--- src/rtl/cp0_regs_pkg.sv ---
// Shared CP0 definitions: architectural register numbers, exception vector,
// and the encodings of the control unit's next-PC and mfc0 selects.
package cp0_regs_pkg;

  localparam int unsigned XLEN = 32;

  // Architectural CP0 register numbers (rd field of mtc0/mfc0).
  localparam logic [4:0] CP0_STATUS = 5'd12;
  localparam logic [4:0] CP0_CAUSE  = 5'd13;
  localparam logic [4:0] CP0_EPC    = 5'd14;

  localparam logic [XLEN-1:0] EXC_BASE = 32'h0000_0008;

  typedef enum logic [1:0] {
    SELPC_NPC     = 2'b00,
    SELPC_EPC     = 2'b01,
    SELPC_EXC     = 2'b10,
    SELPC_NPC_ALT = 2'b11
  } selpc_e;

  typedef enum logic [1:0] {
    MFC0_ZERO   = 2'b00,
    MFC0_STATUS = 2'b01,
    MFC0_CAUSE  = 2'b10,
    MFC0_EPC    = 2'b11
  } mfc0_sel_e;

  // Maps the compact mfc0 select onto the architectural register number;
  // 0 stands for "no CP0 register" and reads as zero.
  function automatic logic [4:0] mfc0_reg_num(input mfc0_sel_e sel);
    logic [4:0] num;
    num = 5'd0;
    case (sel)
      MFC0_STATUS: num = CP0_STATUS;
      MFC0_CAUSE:  num = CP0_CAUSE;
      MFC0_EPC:    num = CP0_EPC;
      default:     num = 5'd0;
    endcase
    return num;
  endfunction

endpackage

--- src/rtl/cp0_intr_latch.sv ---
// Interrupt request edge detector and pending latch. A rising edge on the
// level request sets pending; inta clears it unless a new edge arrives too.
module cp0_intr_latch
  import cp0_regs_pkg::*;
(
  input  logic clk,
  input  logic rst,
  input  logic intr_req,
  input  logic inta,
  output logic intr
);

  logic intr_req_d;
  logic pending;
  logic rise;

  assign rise = intr_req & ~intr_req_d;

  // NOTE: all state here is updated with non-blocking assignments so every
  // flop samples pre-edge values; reset is synchronous and checked first.
  always_ff @(posedge clk) begin
    if (rst) begin
      intr_req_d <= 1'b0;
      pending    <= 1'b0;
    end else begin
      intr_req_d <= intr_req;
      // A fresh edge wins over the acknowledge so a new request is not lost.
      pending    <= rise | (pending & ~inta);
    end
  end

  assign intr = pending;

endmodule

--- src/rtl/cp0_regs.sv ---
// CP0 Status/Cause/EPC register file with exception/eret sequencing,
// mfc0 read mux and next-PC select.
module cp0_regs
  import cp0_regs_pkg::*;
(
  input  logic        clk,
  input  logic        rst,
  input  logic        intr_req,
  input  logic        inta,
  input  logic        exc,
  input  logic        eret,
  input  logic        mtc0,
  input  logic        wsta,
  input  logic        wcau,
  input  logic        wepc,
  input  logic [31:0] cause_in,
  input  logic [31:0] wdata,
  input  logic [31:0] pc,
  input  logic [31:0] npc,
  input  logic [1:0]  selpc,
  input  logic [1:0]  mfc0,
  output logic [31:0] sta,
  output logic [31:0] cau,
  output logic [31:0] epc,
  output logic        intr,
  output logic [31:0] c0_rdata,
  output logic [31:0] pc_next
);

  cp0_intr_latch u_intr_latch (
    .clk      (clk),
    .rst      (rst),
    .intr_req (intr_req),
    .inta     (inta),
    .intr     (intr)
  );

  // Status acts as a 4-bit-per-level mask stack: exceptions push, eret pops.
  always_ff @(posedge clk) begin
    if (rst) begin
      sta <= '0;
      cau <= '0;
      epc <= '0;
    end else begin
      if (exc)
        sta <= sta << 4;
      else if (eret)
        sta <= sta >> 4;
      else if (mtc0 && wsta)
        sta <= wdata;

      if (exc)
        cau <= cause_in;
      else if (mtc0 && wcau)
        cau <= wdata;

      // Interrupts resume after the current instruction; faults retry it.
      if (exc && inta)
        epc <= npc;
      else if (exc)
        epc <= pc;
      else if (mtc0 && wepc)
        epc <= wdata;
    end
  end

  logic [4:0] rd_num;
  assign rd_num = mfc0_reg_num(mfc0_sel_e'(mfc0));

  // NOTE: every combinational output gets a default first so no path
  // through the case can leave it unassigned and infer a latch.
  always_comb begin
    c0_rdata = '0;
    case (rd_num)
      CP0_STATUS: c0_rdata = sta;
      CP0_CAUSE:  c0_rdata = cau;
      CP0_EPC:    c0_rdata = epc;
      default:    c0_rdata = '0;
    endcase
  end

  always_comb begin
    pc_next = npc;
    case (selpc_e'(selpc))
      SELPC_NPC:     pc_next = npc;
      SELPC_EPC:     pc_next = epc;
      SELPC_EXC:     pc_next = EXC_BASE;
      SELPC_NPC_ALT: pc_next = npc;
      default:       pc_next = npc;
    endcase
  end

endmodule

--- config.mk ---
export PLATFORM = sky130hd
export DESIGN_NAME = cp0_regs
export DESIGN_NICKNAME = d
export VERILOG_FILES = /design/src/rtl/cp0_regs_pkg.sv /design/src/rtl/cp0_intr_latch.sv /design/src/rtl/cp0_regs.sv
export SDC_FILE = /design/constraint.sdc
export NUM_CORES = 1
export LEC_CHECK = 0
export ABC_AREA = 1
export BUFFER_PORTS_ARGS = -buffer_cell sky130_fd_sc_hd__buf_4
export CAP_MARGIN = 20
export CORE_MARGIN = 4
export CORE_UTILIZATION = 35
export DETAILED_ROUTE_END_ITERATION = 7
export PLACE_DENSITY = 0.66
export SKIP_LAST_GASP = 1
export SLEW_MARGIN = 5
export SYNTH_ARGS = -nofsm -noshare
export SYNTH_HDL_FRONTEND = slang
export SYNTH_SLANG_ARGS = --single-unit
--- constraint.sdc ---
create_clock -name clk -period 1.25 [get_ports clk]
set_input_delay 0.25 -clock clk [delete_from_list [all_inputs] [get_ports clk]]
set_output_delay 0.25 -clock clk [all_outputs]
set_load 0.01 [all_outputs]
==> impl_metrics.json <==
{
  "yosys.area_share.simple_pct": 35.87,
  "rsz0062_at_grt": "true",
  "drc_errors": 0,
  "wl_um": 32240,
  "swShare_pct": 34.25,
  "synthMuxAreaShare_pct": 0,
  "skew_ns": 0.007354,
  "hold_viol_final": 0,
  "clock_latency_ns": 0.35,
  "nets": 1563,
  "antenna_found_initial": 0,
  "yosys_warnings": 0,
  "dpl_cell_area_um2": 9630,
  "synth_compound_area_share_pct": 20.51,
  "drive_above_1_share_pct": 45.75,
  "io_buffer_count": 302,
  "die_h_um": 143.4,
  "synth_top_family_by_area": "simple AND/OR/NAND/NOR gates",
  "use_met1_pct": 36.94,
  "diodes": 0,
  "synth_area_per_cell_um2": 6.037,
  "grt_pass1_wl_um": 46770,
  "syn2layout_area_growth_pct": 74.81,
  "first_pass_iters": 6,
  "clock_tree.root_cell": "clkbuf_16",
  "p_int_mw": 6.707,
  "setup_viol": 64,
  "post-route-min-period_ns": 1.444,
  "power_mw": 10.20,
  "irDropWorstVdd_v": 0.0006129,
  "final_util_pct": 62.24,
  "violations": "negative setup slack",
  "core_um2": 18020,
  "syn_inst": 1063,
  "synth.top_cell.area_share_pct": 30.57,
  "mappedNetlistArea_um2": 6417,
  "p_sw_mw": 3.494,
  "power_density_nw_per_um2": 909.4,
  "die-area_um2": 20570,
  "cts_buffers": 9,
  "hpwl_um": 22390,
  "critPathLaunchType": "primary input",
  "slew_headroom_pct": 75.35,
  "drtIter0Drc": 779,
  "drv_cap": 0,
  "yosys-top-cells-area": "dfxtp_1 31%, nand2_1 19%, nand3_1 13%, inv_1 5.9%, a21oi_1 5.4%",
  "crit_path_end_kind": "output port",
  "worstPathArrival_ns": 1.19,
  "pre_cts_slack_ns": -0.2754,
  "postLayoutCellArea_um2": 11220,
  "yosys_register_bits": 98,
  "critical_path_peak_fanout": 8,
  "max_stage_delay_ns": 0.17,
  "grt_util_met3_pct": 4.326,
  "synthAdderAreaFrac_pct": 0.3899,
  "grt.busiest_layer": "met2",
  "ys_types": 25,
  "cts-htree-levels": 3,
  "path_common_cell": "buf_4",
  "ys_seq_area_share_pct": 30.57,
  "grt_max_degree": 35,
  "routedWlPerCell_um": 19.51,
  "holdWs_ns": 0.1232,
  "gr-usage-all-layers_pct": 29.18,
  "cellLeakagePower_nw": 5.669,
  "pwr-share-comb_pct": 37.9,
  "num_rows": 49,
  "required_ns": 1.00,
  "num_vias": 8893,
  "boundaryPins": 303,
  "clkTransAtPathRegs_ns": 0.07,
  "period_share_pct": 115.5,
  "status": "finished, violations left",
  "clockBufferDepth": 2,
  "initial_utilization_pct": 35.60,
  "fin_ws_ns": -0.1939,
  "tritoncts": "done",
  "vias_per_cell": 5.383,
  "pwr-share-seq_pct": 35.6,
  "synth-xor-area-share_pct": 0,
  "first_global_vias": 8405,
  "critPathSlowestCell": "ha_4",
  "die_x_um": 143.4,
  "worstPathCellList": "buf_6 -> inv_2 -> ha_4 -> inv_8 -> clkbuf_16 -> buf_4 -> o21ai_2 -> buf_4",
  "overflow": 0,
  "hold_path_class": "in -> reg",
  "synth_top_area_cell": "dfxtp_1",
  "clock_power_share_pct": 26.5,
  "worst_slew_pin_slew_ns": 0.3697,
  "drv_slew": 0,
  "syn_nets": 1207,
  "grtUsageMet2_pct": 50.26,
  "globalplace.congestion": 0.8980,
  "clock_sinks": 98,
  "critical_path_class": "in -> out",
  "route.antenna.remaining_nets": 0,
  "max_freq_mhz": 692.6
}
## worst paths after layout
kind,start,to,slack [ns],cells past startpoint
hold reg to reg,u_intr_latch.intr_req_d$_SDFF_PP0_,u_intr_latch.intr$_SDFF_PP0_,0.42,1
setup reg to reg,sta[23]$_SDFFE_PP0P_,sta[27]$_SDFFE_PP0P_,0.30,4
hold / removal,intr_req,u_intr_latch.intr_req_d$_SDFF_PP0_,0.12,3
setup / recovery,selpc[1],pc_next[11],-0.19,8
## final cells by class
cell class                 count  area (um^2)
clock buffer                  13        260.3
clock inverter                 2        12.51
sequential                    98         2034
tap                          229        286.5
inverter                     106        430.4
multi-input combinational    775         4307
timing repair buffer         429         3887
fill                        1693         6807
## what timing repair did
action	CTS	global route
gates cloned	7	3
gates resized for setup	192	57
setup endpoints to repair	64	64
pin swaps	31	19
buffers inserted	33	6
hold buffers	0	0
## power groups by stage
| stage | sequential [mW] | clock, mW | combinational, mW |
|---|---|---|---|
| 6_report | 3.63 | 2.71 | 3.86 |
| 5_1_grt | 3.66 | 2.87 | 4.14 |
| 4_1_cts | 3.61 | 2.76 | 3.70 |
| 3_5_place_dp | 3.63 | 0 | 3.26 |
| 3_3_place_gp | 3.63 | 0 | 3.24 |
| 2_1_floorplan | 3.71 | 0 | 1.40 |
## sequential cells by signal, summed over array words and instances (netlist names)
register                 count
epc                         32
cau                         32
sta                         32
u_intr_latch.intr_req_d      1
u_intr_latch.intr            1
## routing by layer
| layer | wire length, um | vias up | part of all wire, % |
|---|---|---|---|
| li1 | - | 4222 | - |
| met1 | 12950 | 4132 | 40 |
| met2 | 15600 | 469 | 48 |
| met3 | 2600 | 70 | 8.1 |
| met4 | 1090 | 0 | 3.4 |
| met5 | 0 | - | 0 |
## through the flow
stage,std cells,TNS (ns)
2_1_floorplan,1063,-0.008819
3_3_place_gp,1589,-14.05
3_5_place_dp,1589,-16.08
4_1_cts,1644,-8.486
5_1_grt,1652,-10.97
6_report,1652,-8.816
## critical path, delay by kind of cell
family	cells	cell delay (ns)
buffers and inverters	6	0.67
adders and majority gates	1	0.17
AOI/OAI and AO/OA	1	0.09
## cell usage after synthesis, drive strengths merged
| cell type | number |
|---|---|
| a21boi | 24 |
| a21oi | 69 |
| buf | 59 |
| clkbuf | 25 |
| clkinv | 2 |
| dfxtp | 98 |
| ha | 2 |
| inv | 104 |
| nand2 | 333 |
| nand3 | 162 |
| nor2 | 61 |
| o211ai | 27 |
| o21a | 4 |
| o21ai | 68 |
| o221ai | 24 |
| o31ai | 1 |
## cell usage in the layout, fill, tap and decap left out, types with 11 or more instances in the layout
master     count
buf_4        372
nand2_1      298
nand3_1      148
a21oi_1       68
inv_1         62
nor2_1        58
dfxtp_2       55
dfxtp_1       42
inv_2         36
buf_12        35
o21ai_0       33
o21ai_2       29
o211ai_1      27
nand2_4       24
o221ai_2      20
a21boi_0      16
clkbuf_16     12
nand3_2       11
buf_6         11
## kinds of logic after synthesis
group | Yosys count
flip-flops | 98
adder cells (fa/ha/maj) | 2
AO/OA/AOI/OAI | 217
AND/OR/NAND/NOR | 556
buffers and inverters | 190
Note: power is estimated with default switching activity, not from simulation.
